## src/rtl/regbank4_write.sv

```systemverilog
// Write side of the 4-entry register bank: demux-tree address decode, data registers,
// per-entry valid flags and registered write acknowledge / error pulses.
module regbank4_write #(
  parameter int unsigned WIDTH     = 64,
  parameter bit          ZERO_LAST = 1'b1
) (
  input  logic             clk,
  input  logic             reset,
  input  logic             wr_en,
  input  logic [1:0]       wr_addr,
  input  logic [WIDTH-1:0] wr_data,
  input  logic             clr_valid,
  output logic [WIDTH-1:0] q0,
  output logic [WIDTH-1:0] q1,
  output logic [WIDTH-1:0] q2,
  output logic [WIDTH-1:0] q3,
  output logic [3:0]       valid,
  output logic [3:0]       wr_onehot,
  output logic             wr_ack,
  output logic             wr_err
);

  // Entry 3 is the hardwired zero register when ZERO_LAST is set.
  localparam logic [3:0] ZeroMask = ZERO_LAST ? 4'b1000 : 4'b0000;

  logic [1:0]       lvl1;
  logic [3:0]       dec;
  logic [3:0]       accept;
  logic             discard;
  logic [3:0]       valid_d;

  logic [WIDTH-1:0] data_q [4];
  logic [3:0]       valid_q;
  logic [3:0]       onehot_q;
  logic             ack_q;
  logic             err_q;

  // 1:2 demux on wr_addr[1], then 1:2 demux on wr_addr[0], matching the read mux split.
  always_comb begin
    lvl1[1] = wr_en & wr_addr[1];
    lvl1[0] = wr_en & ~wr_addr[1];
    dec[3]  = lvl1[1] & wr_addr[0];
    dec[2]  = lvl1[1] & ~wr_addr[0];
    dec[1]  = lvl1[0] & wr_addr[0];
    dec[0]  = lvl1[0] & ~wr_addr[0];
  end

  always_comb begin
    accept  = dec & ~ZeroMask;
    discard = |(dec & ZeroMask);
    // Clear takes effect first so a same-cycle write leaves only its own bit set.
    valid_d = (clr_valid ? 4'b0000 : valid_q) | accept;
  end

  always_ff @(posedge clk or posedge reset) begin
    if (reset) begin
      for (int i = 0; i < 4; i++) begin
        data_q[i] <= '0;
      end
      valid_q  <= 4'b0000;
      onehot_q <= 4'b0000;
      ack_q    <= 1'b0;
      err_q    <= 1'b0;
    end else begin
      for (int i = 0; i < 4; i++) begin
        if (accept[i]) begin
          data_q[i] <= wr_data;
        end
      end
      valid_q  <= valid_d;
      onehot_q <= accept;
      ack_q    <= |accept;
      err_q    <= discard;
    end
  end

  assign q0        = data_q[0];
  assign q1        = data_q[1];
  assign q2        = data_q[2];
  assign q3        = ZERO_LAST ? '0 : data_q[3];
  assign valid     = valid_q & ~ZeroMask;
  assign wr_onehot = onehot_q;
  assign wr_ack    = ack_q;
  assign wr_err    = ZERO_LAST ? err_q : 1'b0;

endmodule

```

## config.mk

```make
export PLATFORM = sky130hd
export DESIGN_NAME = regbank4_write
export DESIGN_NICKNAME = d
export VERILOG_FILES = /design/src/rtl/regbank4_write.sv
export SDC_FILE = /design/constraint.sdc
export NUM_CORES = 1
export LEC_CHECK = 0
export ABC_AREA = 1
export CAP_MARGIN = 20
export CORE_MARGIN = 1
export CORE_UTILIZATION = 50
export CTS_BUF_LIST = sky130_fd_sc_hd__clkbuf_4
export DETAILED_ROUTE_END_ITERATION = 12
export DONT_BUFFER_PORTS = 1
export GPL_ROUTABILITY_DRIVEN = 0
export PLACE_DENSITY = 0.68
export SLEW_MARGIN = 5
export SYNTH_ARGS = -nofsm -noshare
export SYNTH_HDL_FRONTEND = slang
export SYNTH_SLANG_ARGS = --single-unit
export TNS_END_PERCENT = 20
```

## constraint.sdc

```tcl
create_clock -name clk -period 6.65 [get_ports clk]
set_input_delay 0.9975 -clock clk [delete_from_list [all_inputs] [get_ports clk]]
set_output_delay 0.9975 -clock clk [all_outputs]
set_load 0.01 [all_outputs]
```

==> insert_results.sql <==
INSERT INTO impl_metrics (metric_group, metric, value, unit) VALUES
('run_status', 'status', 'complete, no violations', ''),
('final_layout', 'final_util', '51.4', '%'),
('critical_path', 'critical_path_cell_by_cell', 'inv_4 -> nand3_4 -> nand2_1 -> nand2_1', ''),
('timing', 'clock.fmax', '0.458', 'GHz'),
('detailed_routing', 'vias_per_cell', '5.82', ''),
('cts', 'cts_buf_count', '17', ''),
('final_layout', 'final_cell_count_no_fill', '1114', ''),
('job', 'cap_viol_max_count', '0', ''),
('global_routing', 'grt_pass1_wl', '34300', 'um'),
('timing', 'max_slew_violation_count', '0', ''),
('detailed_routing', 'first_pass_iters', '5', ''),
('global_routing', 'grt_util_all_layers', '24.6', '%'),
('critical_path', 'cp.arrival', '2.66', 'ns'),
('final_layout', 'drive_above_1_share', '4.03', '%'),
('critical_path', 'cp-start-kind', 'input port', ''),
('cts', 'postCtsResizedCells', '0', ''),
('logic_synthesis', 'post_synth_inst_count', '946', ''),
('detailed_routing', 'routed-via-count', '6481', ''),
('power_and_ir_drop', 'p_leak', '0.00455', 'uW'),
('final_layout', 'nNetsFinal', '952', ''),
('critical_path', 'path_common_cell', 'sky130_fd_sc_hd__nand2_1', ''),
('placement', 'place_ws', '3.94', 'ns'),
('final_layout', 'final.fill_count', '1592', ''),
('cts', 'clk-insertion-delay-late', '0.56', 'ns'),
('cts', 'htree_num_levels', '4', ''),
('timing', 'rsz0062_at_grt', 'false', ''),
('cts', 'max-clock-path-buffers', '2', ''),
('power_and_ir_drop', 'power_density', '299', 'nW/um2'),
('cts', 'cts.root.buffer_cell', 'sky130_fd_sc_hd__clkbuf_4', ''),
('timing', 'finalClockSkew', '0', 'ns'),
('global_routing', 'antenna_found_initial', '1', ''),
('floorplanning', 'top_level_ports', '336', ''),
('global_routing', 'grt_max_degree', '197', ''),
('timing', 'slew_headroom', '36.9', '%'),
('power_and_ir_drop', 'ir_drop', '0.126', 'mV'),
('critical_path', 'timing.critical_path.max_delay_family', 'simple AND/OR/NAND/NOR gates', ''),
('critical_path', 'worstSetupPathType', 'input port to flop', ''),
('logic_synthesis', 'synth_area', '8660', 'um2'),
('detailed_routing', 'route.final.wire_length', '22200', 'um'),
('logic_synthesis', 'yosys.area.top_type', 'sky130_fd_sc_hd__dfrtp_1', ''),
('critical_path', 'worst_r2r_path_depth', '2', ''),
('logic_synthesis', 'yosysWarningCount', '0', ''),
('logic_synthesis', 'seq_area_frac_synth', '57.8', '%'),
('placement', 'place.detailed.instances', '1083', ''),
('critical_path', 'worst-path-max-fanout', '67', ''),
('critical_path', 'r2r-start', 'valid_q[1]', ''),
('cts', 'post_cts_hold_buffer_count', '0', ''),
('cts', 'cts_tree', 'built', ''),
('cts', 'clock_sinks', '200', ''),
('timing', 'period_minus_slack', '2.18', 'ns'),
('logic_synthesis', 'synth_cell_type_count', '13', ''),
('detailed_routing', 'wl_per_cell', '19.9', 'um'),
('floorplanning', 'die_height', '134', 'um'),
('floorplanning', 'die_area', '17800', 'um2'),
('critical_path', 'timing.critical_path.slowest_stage_cell', 'sky130_fd_sc_hd__nand3_4', ''),
('logic_synthesis', 'syn_area_per_cell', '9.15', 'um2'),
('critical_path', 'cp_data_required_time', '7.13', 'ns'),
('floorplanning', 'floorplan.initialDensity', '51.7', '%'),
('floorplanning', 'core', '16800', 'um2'),
('worst_hold_path', 'holdCritPathClass', 'input port to async pin', ''),
('placement', 'place.port_buffers', '0', ''),
('global_routing', 'overflow', '0', ''),
('timing', 'setup_viol_count_final', '0', ''),
('timing', 'fin_ws', '4.47', 'ns'),
('critical_path', 'critPathCaptureType', 'flop', ''),
('detailed_routing', 'final_antenna_net_count', '0', ''),
('detailed_routing', 'detail_route.iter0.violations', '610', ''),
('floorplanning', 'count_of_standard_cell_rows', '47', ''),
('critical_path', 'cpPeakStageDelay', '0.79', 'ns'),
('timing', 'finalCritPeriodShare', '32.8', '%'),
('logic_synthesis', 'synth_area_leaders', 'sky130_fd_sc_hd__dfrtp_1, sky130_fd_sc_hd__nand2_1, sky130_fd_sc_hd__nand4_1', '');
-- area by class of cell --
type                    count  area [um2]  share of cell area, %
well taps                 220         275                   3.20
clock buffers              18         135                   1.57
inverters                  10        50.0                  0.581
repair buffers              3        22.5                  0.262
multi-input cells         650        2970                   34.5
flip-flops and latches    200        5000                   58.1
clock inverters            12         150                   1.74
diodes                      1        2.50                 0.0291
-- stage by stage --
| stage | hold WS, ns | total power, uW |
|---|---|---|
| after global routing | 0.433 | 2690 |
| after detailed placement | 0.525 | 1930 |
| after CTS | 0.457 | 2590 |
| after floorplan | 0.507 | 1890 |
| final | 0.378 | 2570 |
| after global placement | 0.522 | 1920 |
-- layer usage --
layer  wire [um]  track usage [%]
met5           0                0
met4         495             8.84
met3        2260             8.18
met2       10600             39.6
met1        8810             30.8
-- cell usage in the layout, fill, tap and decap left out, drive strengths merged --
cell,count
a21oi,1
buf,3
bufinv,3
clkbuf,18
clkinv,4
clkinvlp,3
conb,66
dfrtp,200
diode,1
inv,12
nand2,384
nand3,3
nand4,192
nor3,1
o21ai,3
-- worst register-to-register path: stages (launching register included) --
cell and delay, ns:
sky130_fd_sc_hd__dfrtp_1 0.45, sky130_fd_sc_hd__inv_1 0.06, sky130_fd_sc_hd__o21ai_0 0.20
-- report_power, final --
part / switching (uW) / total (uW) / internal (uW)
logic: 171 / 252 / 81.7
clock network: 404 / 664 / 260
registers: 250 / 1650 / 1400
total: 825 / 2570 / 1740
-- how the worst max path moves through the flow --
stage,startpoint,end,slack (ns),depth (start not counted)
2_1_floorplan,reset,q0[0],0.20,1
3_3_place_gp,wr_addr[0],q0[16],3.94,4
3_5_place_dp,wr_addr[1],q1[21],3.94,4
4_1_cts,q1[22],q1[22],4.55,0
5_1_grt,wr_addr[0],q0[15],4.37,4
6_report,wr_addr[0],q2[10],4.47,4
-- cell usage after synthesis --
cell / n
sky130_fd_sc_hd__buf_4: 76
sky130_fd_sc_hd__inv_1: 8
sky130_fd_sc_hd__o21ai_0: 3
sky130_fd_sc_hd__clkbuf_1: 13
sky130_fd_sc_hd__a21oi_1: 1
sky130_fd_sc_hd__conb_1: 1
sky130_fd_sc_hd__dfrtp_1: 200
sky130_fd_sc_hd__nand2_1: 384
sky130_fd_sc_hd__buf_2: 62
sky130_fd_sc_hd__nor3_1: 1
sky130_fd_sc_hd__inv_2: 2
sky130_fd_sc_hd__nand4_1: 192
sky130_fd_sc_hd__nand3_1: 3
-- registers in the layout, indices dropped and copies added, names as in the netlist --
register,count
q0,64
q1,64
q2,64
valid_q,3
wr_ack,1
wr_err,1
wr_onehot,3
-- kinds of logic (layout without fill, tap and decap cells) --
kind of cell	Yosys count	count (layout)	share of synthesized area (%)
other	1	67	0.0433
AO/OA/AOI/OAI	4	4	0.231
AND/OR/NAND/NOR	580	580	30.8
buffers and inverters	161	43	11.2
flip-flops	200	200	57.8
(Power assumes the default switching activity.)
